--- src/rtl/beat_sequencer.sv ---
// beat_sequencer: playback controller for the step sequencer.
//
// The block latches the beat period from the tempo selector and generates
// the master beat strobe. It advances the step index through a measure and
// owns play / pause / stop. It is the only block that decides when a beat
// happens.
//
// Optional feature: define BEAT_SEQUENCER_COUNT_IN_EN to build a four-beat
// count-in. The count-in runs between STOPPED and the first downbeat. In the
// default build the COUNT_IN state and its counter do not exist.
//
// Parameters:
//   STEPS    steps per measure (2..256)
//   TEMPO_W  width of the tempo period input
//   STEP_W   width of the step index
// Ports:
//   clk            system clock
//   n_rst          asynchronous active-low reset
//   tempo          beat period minus one, in clk cycles
//   play_button    single-cycle pulse: start / pause / resume
//   stop_button    single-cycle pulse: stop and rewind (beats play)
//   beat_pulse     one-cycle strobe per beat
//   measure_pulse  strobe coincident with the beat that starts step 0
//   step           current step index
//   playing        high while PLAYING (and COUNT_IN)
//   count_in       high while counting in (constant 0 without the feature)
module beat_sequencer #(
  parameter int STEPS   = 8,
  parameter int TEMPO_W = 22,
  parameter int STEP_W  = $clog2(STEPS)
) (
  input  logic               clk,
  input  logic               n_rst,
  input  logic [TEMPO_W-1:0] tempo,
  input  logic               play_button,
  input  logic               stop_button,
  output logic               beat_pulse,
  output logic               measure_pulse,
  output logic [STEP_W-1:0]  step,
  output logic               playing,
  output logic               count_in
);

  typedef enum logic [1:0] {
    ST_STOPPED  = 2'd0,
    ST_PLAYING  = 2'd1,
    ST_PAUSED   = 2'd2
`ifdef BEAT_SEQUENCER_COUNT_IN_EN
    ,ST_COUNT_IN = 2'd3
`endif
  } state_e;

  state_e               state_q, state_d;
  logic [TEMPO_W-1:0]   cnt_q, cnt_d;
  logic [TEMPO_W-1:0]   period_q, period_d;
  logic [STEP_W-1:0]    step_q, step_d;
  logic                 beat_q, beat_d;
  logic                 measure_q, measure_d;
`ifdef BEAT_SEQUENCER_COUNT_IN_EN
  logic [1:0]           cin_q, cin_d;
`endif

  logic                 beat_due;
  logic [STEP_W-1:0]    step_next;

  assign beat_due  = (cnt_q == period_q);
  assign step_next = (step_q == STEP_W'(STEPS - 1)) ? '0 : step_q + 1'b1;

  // State register. The beat and measure strobes are registered together
  // with the state, so no input reaches an output combinationally.
  // NOTE: sequential state uses non-blocking assignments only. This way every
  // flop samples the pre-edge value of every other flop.
  always_ff @(posedge clk or negedge n_rst) begin
    if (!n_rst) begin
      state_q   <= ST_STOPPED;
      cnt_q     <= '0;
      period_q  <= '0;
      step_q    <= '0;
      beat_q    <= 1'b0;
      measure_q <= 1'b0;
`ifdef BEAT_SEQUENCER_COUNT_IN_EN
      cin_q     <= 2'd0;
`endif
    end else begin
      state_q   <= state_d;
      cnt_q     <= cnt_d;
      period_q  <= period_d;
      step_q    <= step_d;
      beat_q    <= beat_d;
      measure_q <= measure_d;
`ifdef BEAT_SEQUENCER_COUNT_IN_EN
      cin_q     <= cin_d;
`endif
    end
  end

  // Next-state logic.
  // NOTE: every signal gets a default at the top of the block. Otherwise a
  // branch that skips an assignment would infer a latch.
  always_comb begin
    state_d   = state_q;
    cnt_d     = cnt_q;
    period_d  = period_q;
    step_d    = step_q;
    beat_d    = 1'b0;
    measure_d = 1'b0;
`ifdef BEAT_SEQUENCER_COUNT_IN_EN
    cin_d     = cin_q;
`endif

    case (state_q)
      ST_STOPPED: begin
        if (play_button) begin
          cnt_d    = '0;
          step_d   = '0;
          period_d = tempo;
          beat_d   = 1'b1;
`ifdef BEAT_SEQUENCER_COUNT_IN_EN
          state_d  = ST_COUNT_IN;
          cin_d    = 2'd0;
`else
          state_d   = ST_PLAYING;
          measure_d = 1'b1;
`endif
        end
      end

      ST_PLAYING: begin
        // The cycle in which pause is pressed is still a PLAYING cycle, so it
        // counts like any other. Together with a resume edge that does not
        // count, this keeps the beat phase intact across a pause of any
        // length.
        if (beat_due) begin
          cnt_d     = '0;
          period_d  = tempo;
          step_d    = step_next;
          beat_d    = 1'b1;
          measure_d = (step_next == '0);
        end else begin
          cnt_d = cnt_q + 1'b1;
        end
        if (play_button) state_d = ST_PAUSED;
      end

      ST_PAUSED: begin
        if (play_button) state_d = ST_PLAYING;
      end

`ifdef BEAT_SEQUENCER_COUNT_IN_EN
      ST_COUNT_IN: begin
        // play_button is ignored here. Four count-in beats run at step 0,
        // and the following beat becomes the real downbeat.
        if (beat_due) begin
          cnt_d    = '0;
          period_d = tempo;
          beat_d   = 1'b1;
          if (cin_q == 2'd3) begin
            state_d   = ST_PLAYING;
            measure_d = 1'b1;
          end else begin
            cin_d = cin_q + 1'b1;
          end
        end else begin
          cnt_d = cnt_q + 1'b1;
        end
      end
`endif

      default: state_d = ST_STOPPED;
    endcase

    // Stop overrides everything, including a simultaneous play.
    if (stop_button) begin
      state_d   = ST_STOPPED;
      cnt_d     = '0;
      step_d    = '0;
      beat_d    = 1'b0;
      measure_d = 1'b0;
    end
  end

  // Outputs: decoded from registered state only.
  always_comb begin
    beat_pulse    = beat_q;
    measure_pulse = measure_q;
    step          = step_q;
`ifdef BEAT_SEQUENCER_COUNT_IN_EN
    playing       = (state_q == ST_PLAYING) || (state_q == ST_COUNT_IN);
    count_in      = (state_q == ST_COUNT_IN);
`else
    playing       = (state_q == ST_PLAYING);
    count_in      = 1'b0;
`endif
  end

endmodule

--- config.mk ---
export PLATFORM = sky130hd
export DESIGN_NAME = beat_sequencer
export DESIGN_NICKNAME = d
export VERILOG_FILES = /design/src/rtl/beat_sequencer.sv
export SDC_FILE = /design/constraint.sdc
export NUM_CORES = 1
export LEC_CHECK = 0
export BUFFER_PORTS_ARGS = -buffer_cell sky130_fd_sc_hd__buf_2
export CAP_MARGIN = 0
export CORE_UTILIZATION = 30
export CTS_CLUSTER_SIZE = 8
export DETAILED_ROUTE_END_ITERATION = 8
export PLACE_DENSITY = 0.58
export SETUP_SLACK_MARGIN = 0.3
export SLEW_MARGIN = 20
export SYNTH_ARGS = -nofsm -noshare
export SYNTH_HDL_FRONTEND = slang
export SYNTH_SLANG_ARGS = --single-unit
--- constraint.sdc ---
create_clock -name clk -period 2.3 [get_ports clk]
set_clock_uncertainty 0.15 [all_clocks]
set_input_delay 0.115 -clock clk [delete_from_list [all_inputs] [get_ports clk]]
set_output_delay 0.115 -clock clk [all_outputs]
set_load 0.05 [all_outputs]
**Word level (Yosys, flattened, before mapping)**

Cells that the tools add are included.

- Output and inout port bits: 7
- Register bits after elaboration: 51

- Mux-type cells: 23
- Eq/ne operators: 10
- Add/subtract/negate cells: 2
- Reduce and logical (&&, ||, !) cells: 9

Operators with widths:

| cell | number |
|---|---|
| 22-bit 2-to-1 mux | 5 |
| 22-bit case mux with 2 select lines | 2 |
| 22-bit by 1-bit adder with 22-bit output (second input constant) | 1 |
| 22-bit equality test | 1 |
| 3-bit 2-to-1 mux | 4 |
| 2-bit 2-to-1 mux | 3 |
| 3-bit != test (second input constant) | 2 |
| 3-bit case mux with 2 select lines | 1 |
| 3-bit AND reduction | 2 |
| 1-bit 2-to-1 mux | 5 |
| 1-bit case mux with 2 select lines | 2 |
| 2-bit case mux with 2 select lines | 1 |
| 2-bit AND reduction | 2 |
| 3-bit by 1-bit adder with 3-bit output (second input constant) | 1 |
| 3-bit equality test (second input constant) | 1 |
| 3-bit logical NOT | 1 |
| 3-bit by 1-bit != test with 1-bit output (second input constant) | 1 |
| 3-bit by 2-bit != test with 1-bit output (second input constant) | 1 |
| 3-bit nonzero test | 1 |
| 2-bit by 1-bit equality test with 1-bit output (second input constant) | 1 |
| 2-bit equality test (second input constant) | 1 |
| 2-bit logical NOT | 1 |
| 2-bit by 1-bit != test with 1-bit output (second input constant) | 1 |
| 2-bit != test (second input constant) | 1 |
| 2 further kinds | 2 |

**Longest topological paths before layout**

Gate-level depths: netlist (run 1).

- Depth after elaboration: 6
- Gate-level depth with buffers: 7
- Mapped depth without buffers: 5

**Least setup slack after synthesis (run 1)**

OpenSTA, ideal clock, no wires.

- Kind: reg-to-reg
- Start: register cnt_q[2]
- End: register period_q[10]
- Period minus slack after synthesis: 2097 ps
- Cell stages (with the launch flop): 8
- Path slack: 203 ps
- Data arrival time: 1822 ps
- Cell sequence: dfrtp_1 > buf_6 > xnor2_1 > nand4_1 > nor4_4 > a31oi_4 > buf_6 > mux2_4

- Word-level cells in the longest chain between the ends: 3

Ends and longest elaborated chain:

| item | RTL line | text |
|---|---|---|
| from (decl) | 54 | `logic [TEMPO_W-1:0] cnt_q, cnt_d;` |
| from (signal assigned) | 86 | `cnt_q <= cnt_d;` |
| 22-bit equality test | 66 | `assign beat_due = (cnt_q == period_q);` |
| 2-bit by 1-bit != test with 1-bit output (no source line) | - |  |
| 3-bit AND reduction (no source line) | - |  |
| to (signal assigned) | 87 | `period_q <= period_d;` |
| to (decl) | 55 | `logic [TEMPO_W-1:0] period_q, period_d;` |

Every way passes these cells.
A chain may end at the register's enable or synchronous reset.

**Worst setup path after layout (run 1)**

- Start: register cnt_q[2]
- End: register cnt_q[11]

- Word-level cells in the longest chain between the ends: 4
- Elaborated cells on any way between the ends: 5
- Those cells by class: 1 x add/sub; 1 x eq/ne; 3 x mux

Ends and longest elaborated chain:

| item | RTL line | text |
|---|---|---|
| 22-bit by 1-bit adder with 22-bit output or 22-bit equality test (tied branches) | 140, 66 |  |
| 22-bit 2-to-1 mux * | 133 | `if (beat_due) begin` |
| 22-bit case mux with 2 select lines * | 111 | `case (state_q)` |
| 22-bit 2-to-1 mux * | 173 | `if (stop_button) begin` |

Mark *: on every way between the ends. The rest lies on a longest branch, timed or not.

==> results.yml, run 1 <==
outcome:
  status: "finished, final reports clean"
layout:
  num_antenna_cells: 0
  final_layout_size_suffix_gt1_share_pct: 32.4
  syn2layout_area_growth_pct: 32.2
  stdcell_count: 411
  final_cell_area_um2: 3480
  multi_input_area_um2: 1350
  seqCellArea_um2: 1280
  final.fill_count: 829
  final_nets: 335
timing:
  worstMarginPinSlew_ns: 0.744
  finalHoldViolations: 0
  slew-limit-headroom_pct: 50.4
  setup_viol: 0
  max_freq_mhz: 483
  fin_setup_tns_ns: 0
  min_period_ns: 2.07
  slew_violations: 0
  period_share_pct: 90.0
  rsz0062_at_grt: "true"
worst_hold_path:
  min_path_type: "input port to asynchronous set/reset pin"
flow_run:
  maxCapViolCount: 0
cts:
  cts_sinks: 51
  h-tree-depth: 2
  root_buffer: "clkbuf_8"
  clk_pin_slew_ns: 0.09
  clk-insertion-delay-late_ns: 0.30
  cts_tree: "done"
  numCtsBuffers: 5
  clock_path_buffers: 2
floorplanning:
  dieHeight_um: 95.7
  coreArea_um2: 8340
  die-area_um2: 9160
  die_w_um: 95.7
  start_util_pct: 31.6
  boundaryPins: 33
  rows: 33
global_route:
  grt_pass1_vias: 1897
  antenna_found_initial: 0
  track_usage_pct: 13.5
  grt_pass1_wl_mm: 9.36
  grt_max_degree: 34
  grt_overflow_total: 0
synth:
  synth_nets: 260
  synth_top_family_by_area: "simple AND/OR/NAND/NOR gates"
  yosys_warnings: 0
  netlist_area_um2: 2640
  synthAdderAreaFrac_pct: 1.90
  synth_cell_type_count: 38
  yosysSeqAreaShare_pct: 48.4
  synthCells: 230
  synthMuxAreaShare_pct: 12.1
  synth_xor_area_share_pct: 14.0
  synth_compound_area_share_pct: 4.65
  ys_ff_latch: 51
  syn_avg_cell_area_um2: 11.5
  synth_simple_gate_area_share_pct: 16.4
power:
  ir_drop_v: 0.000226
  leakage_nw: 1.47
  powerDensity_nw_per_um2: 565
detailed_routing:
  drc_errors: 0
  wl_per_cell_um: 14.0
  wirelength_mm: 5.77
  detail-route-antenna-nets: 0
  dr_total_vias: 1950
  dr.pass1.iters: 4
  vias_per_cell: 4.74
  first_iter_violations: 64
setup_path:
  arrival_ns: 2.12
  path_class: "flop to flop"
  reg2regPathDepth: 8
  worst_ep_required_time_ns: 2.35
  crit_path_end_kind: "flop"
  cp-start-kind: "flop"
  crit_fanout: 5
placed_design:
  gp_congestion: 0.770
  place_inst: 368
  port_buffers: 31
  hpwl_mm: 3.89
  dpl_cell_area_um2: 2950
[sequential cells by signal (all words and copies together), names as in the netlist]
| name | cells |
|---|---|
| state_q | 2 |
| step | 3 |
| cnt_q | 22 |
| beat_pulse | 1 |
| measure_pulse | 1 |
| period_q | 22 |
[cells by family after synthesis]
kind of cell    Yosys count
mux                      22
flops                    51
buf+inv                   9
xor+xnor                 42
compound gates           14
simple gates             87
other cells               1
fa+ha+maj                 4
[cell type report]
class	instances	area share (%)
multi-input cells	170	38.8
flip-flops and latches	51	36.7
repair buffers	76	17.6
well taps	105	3.77
clock buffers	7	2.77
clock inverters	1	0.216
inverters	1	0.108
[worst max-delay path, stage by stage (launching register included)]
cell	delay (ns)
dfrtp_1	0.41
xnor2_1	0.17
nand4_1	0.20
nor4_4	0.37
buf_4	0.17
buf_6	0.10
a31o_4	0.19
clkbuf_16	0.17
nor2_2	0.04
[stage by stage]
step           utilization (%)  setup WS [ns]  power, mW  hold slack, ns
3_3_place_gp              35.4          0.165       1.35          0.0757
5_1_grt                   41.8          0.136       2.06           0.330
6_report                  41.8          0.231       1.97           0.269
4_1_cts                   40.4          0.234       1.97           0.290
2_1_floorplan                -          0.291       1.25          -0.331
3_5_place_dp              35.4          0.140       1.36          0.0829
[where the power goes]
group / internal (mW) / leakage, nW / switching, mW
clock network: 0.274 / 0.0505 / 0.297
logic: 0.222 / 0.761 / 0.153
registers: 0.965 / 0.654 / 0.0590
total: 1.46 / 1.47 / 0.508
[worst paths after layout]
check,start,endpoint,slack [ns]
hold reg to reg,state_q[1]$_DFFE_PN0P_,measure_pulse$_DFF_PN0_,0.37
setup / recovery,cnt_q[2]$_DFFE_PN0P_,cnt_q[11]$_DFFE_PN0P_,0.23
setup reg to reg,cnt_q[2]$_DFFE_PN0P_,cnt_q[11]$_DFFE_PN0P_,0.23
min in group clk,state_q[1]$_DFFE_PN0P_,measure_pulse$_DFF_PN0_,0.37
hold / removal,n_rst,period_q[11]$_DFFE_PN0P_,0.27
max in group asynchronous,n_rst,period_q[13]$_DFFE_PN0P_,1.09
[synthesized netlist by cell type (all sizes together)]
cell	count	area (µm²)
a211oi	1	7.51
a21oi	1	5.00
a31o	1	8.76
a31oi	2	27.5
a32o	3	30.0
and2	2	12.5
and3	1	6.26
and4	2	17.5
buf	6	51.3
clkbuf	2	7.51
conb	1	3.75
dfrtp	51	1280
ha	4	50.1
inv	1	3.75
mux2	22	319
nand2	14	52.6
nand2b	2	12.5
nand3	7	35.0
nand4	8	50.1
nor2	34	128
nor3	5	25.0
nor3b	3	22.5
nor4	7	58.8
o211ai	1	7.51
o21a	1	7.51
o21ai	2	10.0
o21ba	1	10.0
o41ai	1	8.76
or2	1	6.26
or3	1	6.26
xnor2	39	342
xor2	3	26.3
[per-layer routing]
layer,routed length [µm],track usage [%],vias to the layer above
met1,2780,17.9,971
met5,0,0,-
met4,50,3.36,0
met2,2760,22.3,30
li1,-,-,943
met3,174,2.84,6
[repair_timing]
item / in CTS / in global routing
endpoints found under the hold margin: 58 / 0
buffers inserted: 5 / 2
hold buffers: 26 / 0
gates cloned: 0 / 2
pin swaps: 2 / 9
endpoints found under the setup margin: 42 / 48
resized for setup: 4 / 19
[placed cells by master (no fill, tap or decap), drive strengths merged]
cell type	count
dfrtp	51
buf	49
xnor2	39
nor2	34
dlygate4sd3	26
mux2	22
nand2	14
nand4	8
clkbuf	8
nand3	7
nor4	7
nor3	5
ha	4
xor2	3
nor3b	3
a32o	3
nand2b	2
and4	2
a31oi	2
o21ai	2
and2	2
inv	1
a211oi	1
o21ba	1
or2	1
a31o	1
or3	1
o41ai	1
o21a	1
o211ai	1
and3	1
a21oi	1
conb	1
clkinvlp	1
(Power assumes the default switching activity.)
==> run 2, diff against run 1 <==
- GPL_TIMING_DRIVEN: default -> 0
==> run 2 against run 1 <==
  * First-iteration DRC count rose by 17%
  * Sequential share of layout area fell by 0.48 points
  * Total power fell by 2.7%
  * Worst setup slack got worse by 0.053 ns
  * Fmax fell by 2.5%
  * Largest cell class unchanged
  * Largest power group unchanged
==> results.yml, run 2 (synthesized netlist as in run 1, its figures left out) <==
outcome:
  status: "finished, final reports clean"
cts:
  h-tree-depth: 2
  clk-insertion-delay-late_ns: 0.31
  root_buffer: "clkbuf_8"
  cts_sinks: 51
  clock_path_buffers: 2
  clk_pin_slew_ns: 0.10
  cts_tree: "done"
  numCtsBuffers: 5
power:
  ir_drop_v: 0.000203
  leakage_nw: 1.53
  seqPwrFrac_pct: 53.3
  switching_power_mw: 0.522
  comb_power_share_pct: 19.2
  powerDensity_nw_per_um2: 542
  clock_power_share_pct: 27.5
  internal_power_mw: 1.39
  power_mw: 1.92
  p_sw_share_pct: 27.3
timing:
  finalHoldViolations: 0
  max_freq_mhz: 471
  rsz0062_at_grt: "true"
  timing.final.ws_setup_ns: 0.177
  min_period_ns: 2.12
  fin_setup_tns_ns: 0
  holdWs_ns: 0.0853
  period_share_pct: 92.3
  worstMarginPinSlew_ns: 0.664
  slew_violations: 0
  setup_viol: 0
  slew-limit-headroom_pct: 55.7
setup_path:
  slowest_stage: "dfrtp_2"
  crit_buf_inv: 2
  arrival_ns: 2.18
  crit_path_end_kind: "flop"
  worstPathCellList: "xnor2_2 -> nand4_1 -> nor4_4 -> buf_4 -> a31oi_4 -> buf_8 -> mux2_4"
  worst_ep_required_time_ns: 2.36
  max_stage_delay_ns: 0.45
  path_class: "flop to flop"
  crit_fanout: 10
  path_delay_family: "flip-flops"
  cp-start-kind: "flop"
global_route:
  grt_max_degree: 52
  grt_pass1_wl_mm: 9.49
  track_usage_pct: 13.7
  grt_overflow_total: 0
  grt_pass1_vias: 1927
  antenna_found_initial: 0
detailed_routing:
  wirelength_mm: 5.77
  wl_per_cell_um: 14.0
  vias_per_cell: 4.70
  first_iter_violations: 75
  dr.pass1.iters: 4
  drc_errors: 0
  detail-route-antenna-nets: 0
  dr_total_vias: 1942
placed_design:
  hpwl_mm: 3.72
  gp_congestion: 0.788
  port_buffers: 30
  dp_slack_ns: -0.0342
floorplanning:
  rows: 33
  die_w_um: 95.7
  boundaryPins: 33
  start_util_pct: 31.6
  coreArea_um2: 8340
  dieHeight_um: 95.7
  die-area_um2: 9160
flow_run:
  maxCapViolCount: 0
layout:
  final_layout_size_suffix_gt1_share_pct: 36.4
  seqCellArea_um2: 1280
  final_cell_mix: "dfrtp_1 (46), xnor2_1 (36), nor2_1 (31)"
  final_common_cell: "dfrtp_1"
  syn2layout_area_growth_pct: 34.2
  final.fill_count: 814
  post-route-util_pct: 42.4
  final_nets: 337
  num_antenna_cells: 0
  multi_input_area_um2: 1430
worst_hold_path:
  min_path_type: "input port to flop"
==> run 2: area by class of cell <==
cell class                      instances  area share [%]
Sequential cell                        51            36.3
Buffer                                  8            2.44
Tap cell                              105            3.72
Multi-Input combinational cell        170            40.4
Timing Repair Buffer                   70            14.7
Clock inverter                          3           0.425
Inverter                                1           0.106
Clock buffer                            5            1.95
==> run 2: per-stage QoR <==
step                      cells  instance area [µm²]
final                       413                 3540
after global routing        413                 3540
after CTS                   408                 3400
after detailed placement    365                 2920
after global placement      365                 2920
after floorplan             230                 2640
==> run 2: metal layers <==
layer	vias to the layer above	GRT usage (%)	routed length (µm)
met5	-	0	0
met3	8	2.61	193
met4	0	3.73	76
li1	948	-	-
met2	32	22.0	2670
met1	954	18.9	2830
==> run 2: final timing paths <==
| kind | startpoint | to | slack [ns] | cells past startpoint |
|---|---|---|---|---|
| min in group asynchronous | n_rst | period_q[6]$_DFFE_PN0P_ | 0.23 | 2 |
| hold reg to reg | state_q[1]$_DFFE_PN0P_ | measure_pulse$_DFF_PN0_ | 0.38 | 1 |
| setup / recovery | cnt_q[18]$_DFFE_PN0P_ | period_q[11]$_DFFE_PN0P_ | 0.18 | 7 |
| setup reg to reg | cnt_q[18]$_DFFE_PN0P_ | period_q[11]$_DFFE_PN0P_ | 0.18 | 7 |
| max in group asynchronous | n_rst | cnt_q[18]$_DFFE_PN0P_ | 1.29 | 2 |
| hold / removal | stop_button | state_q[1]$_DFFE_PN0P_ | 0.09 | 2 |
==> run 2: what timing repair did <==
| item | 4_1_cts | 5_1_grt |
|---|---|---|
| cloned | 2 | 1 |
| endpoints found under the setup margin | 48 | 49 |
| setup buffers | 9 | 4 |
| pin swaps | 19 | 5 |
| resized for setup | 20 | 25 |
| hold buffers | 24 | 0 |
| endpoints found under the hold margin | 75 | 0 |
==> run 2: power by group through the flow <==
stage,combinational (mW),clock [mW],sequential [mW]
after detailed placement,0.310,0,1.04
after CTS,0.367,0.544,1.02
final,0.367,0.527,1.02
after global routing,0.402,0.574,1.03
after global placement,0.303,0,1.04
after floorplan,0.225,0,1.03
==> run 3, diff against run 2 <==
- BUFFER_PORTS_ARGS: -buffer_cell sky130_fd_sc_hd__buf_2 -> -buffer_cell sky130_fd_sc_hd__buf_4
- REMOVE_ABC_BUFFERS: default -> 1
==> run 3 against run 2 <==
  * Highest routed layer unchanged
  * First-iteration DRC count shrank 5.3%
  * Worst setup slack gained 0.033 ns
  * Largest power group unchanged
  * Clock power grew 40%
  * Combinational power grew 12%
  * Core utilization grew 2.4 points
  * Largest cell class unchanged
  * Critical path type unchanged
  * Critical path depth is the same
==> results.yml, run 3 (synthesized netlist as in run 1, its figures left out) <==
floorplanning:
  start_util_pct: 31.6
  die-area_um2: 9160
  die_w_um: 95.7
  boundaryPins: 33
  rows: 33
  dieHeight_um: 95.7
  coreArea_um2: 8340
timing:
  max_freq_mhz: 479
  setup_viol: 0
  period_share_pct: 90.9
  worstMarginPinSlew_ns: 0.683
  timing.final.ws_setup_ns: 0.210
  rsz0062_at_grt: "true"
  slew_violations: 0
  min_period_ns: 2.09
  slew-limit-headroom_pct: 54.3
  fin_setup_tns_ns: 0
  finalHoldViolations: 0
cts:
  clock_path_buffers: 2
  clk_pin_slew_ns: 0.10
  cts_sinks: 51
  h-tree-depth: 2
  cts_tree: "done"
  numCtsBuffers: 5
  clk-insertion-delay-late_ns: 0.31
  root_buffer: "clkbuf_8"
setup_path:
  worst_ep_required_time_ns: 2.34
  max_stage_delay_ns: 0.44
  crit_path_end_kind: "flop"
  arrival_ns: 2.13
  path_class: "flop to flop"
  cp-start-kind: "flop"
  crit_fanout: 6
  reg2regPathDepth: 7
  slowest_stage: "dfrtp_2"
  worstPathCellList: "xnor2_2 -> nand4_1 -> nor4_4 -> buf_6 -> a31oi_4 -> buf_12 -> mux2_4"
layout:
  stdcell_count: 419
  final_common_cell: "buf_4"
  final_cell_mix: "buf_4 (48), dfrtp_1 (42), xnor2_1 (35)"
  final_nets: 343
  num_antenna_cells: 0
  final.fill_count: 781
  final_layout_size_suffix_gt1_share_pct: 36.0
  seqCellArea_um2: 1290
  multi_input_area_um2: 1480
  syn2layout_area_growth_pct: 41.9
power:
  ir_drop_v: 0.000329
  power_mw: 2.17
  leakage_nw: 1.57
  powerDensity_nw_per_um2: 580
detailed_routing:
  drc_errors: 0
  vias_per_cell: 4.74
  first_iter_violations: 71
  wirelength_mm: 6.11
  wl_per_cell_um: 14.6
  dr_total_vias: 1984
  dr.pass1.iters: 4
  detail-route-antenna-nets: 0
global_route:
  grt_pass1_wl_mm: 9.84
  grt_pass1_vias: 1911
  antenna_found_initial: 0
  track_usage_pct: 14.3
  grt_overflow_total: 0
  grt_max_degree: 52
placed_design:
  port_buffers: 31
  gp_congestion: 0.764
  hpwl_mm: 3.42
  dp_slack_ns: -0.305
  place_inst: 358
worst_hold_path:
  min_path_type: "input port to asynchronous set/reset pin"
flow_run:
  maxCapViolCount: 0
outcome:
  status: "finished, final reports clean"
-- run 3: through the flow --
step           instance area (µm²)  utilization (%)  hold slack [ns]
2_1_floorplan                 2580                -           -0.331
3_3_place_gp                  2940             35.3           0.0404
3_5_place_dp                  2940             35.3           0.0435
4_1_cts                       3550             42.6            0.251
5_1_grt                       3740             44.8            0.286
6_report                      3740             44.8            0.221
-- run 3: path summary, 6_finish.rpt --
kind                                        startpoint                  endpoint  slack, ns
worst max-delay path              cnt_q[4]$_DFFE_PN0P_  period_q[20]$_DFFE_PN0P_       0.21
worst min-delay path                             n_rst  period_q[15]$_DFFE_PN0P_       0.22
worst max register to register    cnt_q[4]$_DFFE_PN0P_  period_q[20]$_DFFE_PN0P_       0.21
worst min register to register  state_q[1]$_DFFE_PN0P_   measure_pulse$_DFF_PN0_       0.35
max in group asynchronous                        n_rst      cnt_q[4]$_DFFE_PN0P_       1.31
min in group clk                state_q[1]$_DFFE_PN0P_   measure_pulse$_DFF_PN0_       0.35
-- run 3: layout make-up --
class | count | share of cell area, %
multi-input combinational | 175 | 39.6
sequential | 51 | 34.4
timing repair buffer | 79 | 18.8
tap | 105 | 3.51
clock buffer | 6 | 1.94
clock inverter | 2 | 1.61
inverter | 1 | 0.100
-- run 3: worst max-delay path, delay by kind of cell (launching register included) --
family,cells,cell delay [ns]
AOI/OAI and AO/OA,1,0.12
xor gates and xnor gates,1,0.14
buffers and inverters,2,0.37
DFF,1,0.44
muxes,1,0.29
and+or+nand+nor,2,0.47
-- run 3: where the power goes --
| group | internal (mW) | switching, mW | leakage [nW] |
|---|---|---|---|
| Combinational | 0.245 | 0.164 | 0.861 |
| Clock | 0.435 | 0.304 | 0.0654 |
| Sequential | 0.965 | 0.0556 | 0.644 |
-- run 3: what timing repair did --
action | 4_1_cts | 5_1_grt
hold buffers | 26 | 0
gates resized for setup | 13 | 19
setup buffers | 12 | 10
pin swaps | 8 | 8
setup endpoints to repair | 49 | 50
gates cloned | 3 | 2
endpoints found under the hold margin | 78 | 0
-- run 3: routing by layer --
layer | part of all wire, % | vias up | wire length (µm) | GRT usage (%)
met1 | 49 | 949 | 3010 | 20.7
li1 | - | 973 | - | -
met3 | 4.2 | 12 | 256 | 2.76
met2 | 45 | 50 | 2720 | 21.7
met4 | 1.9 | 0 | 116 | 4.23
met5 | 0 | - | 0 | 0
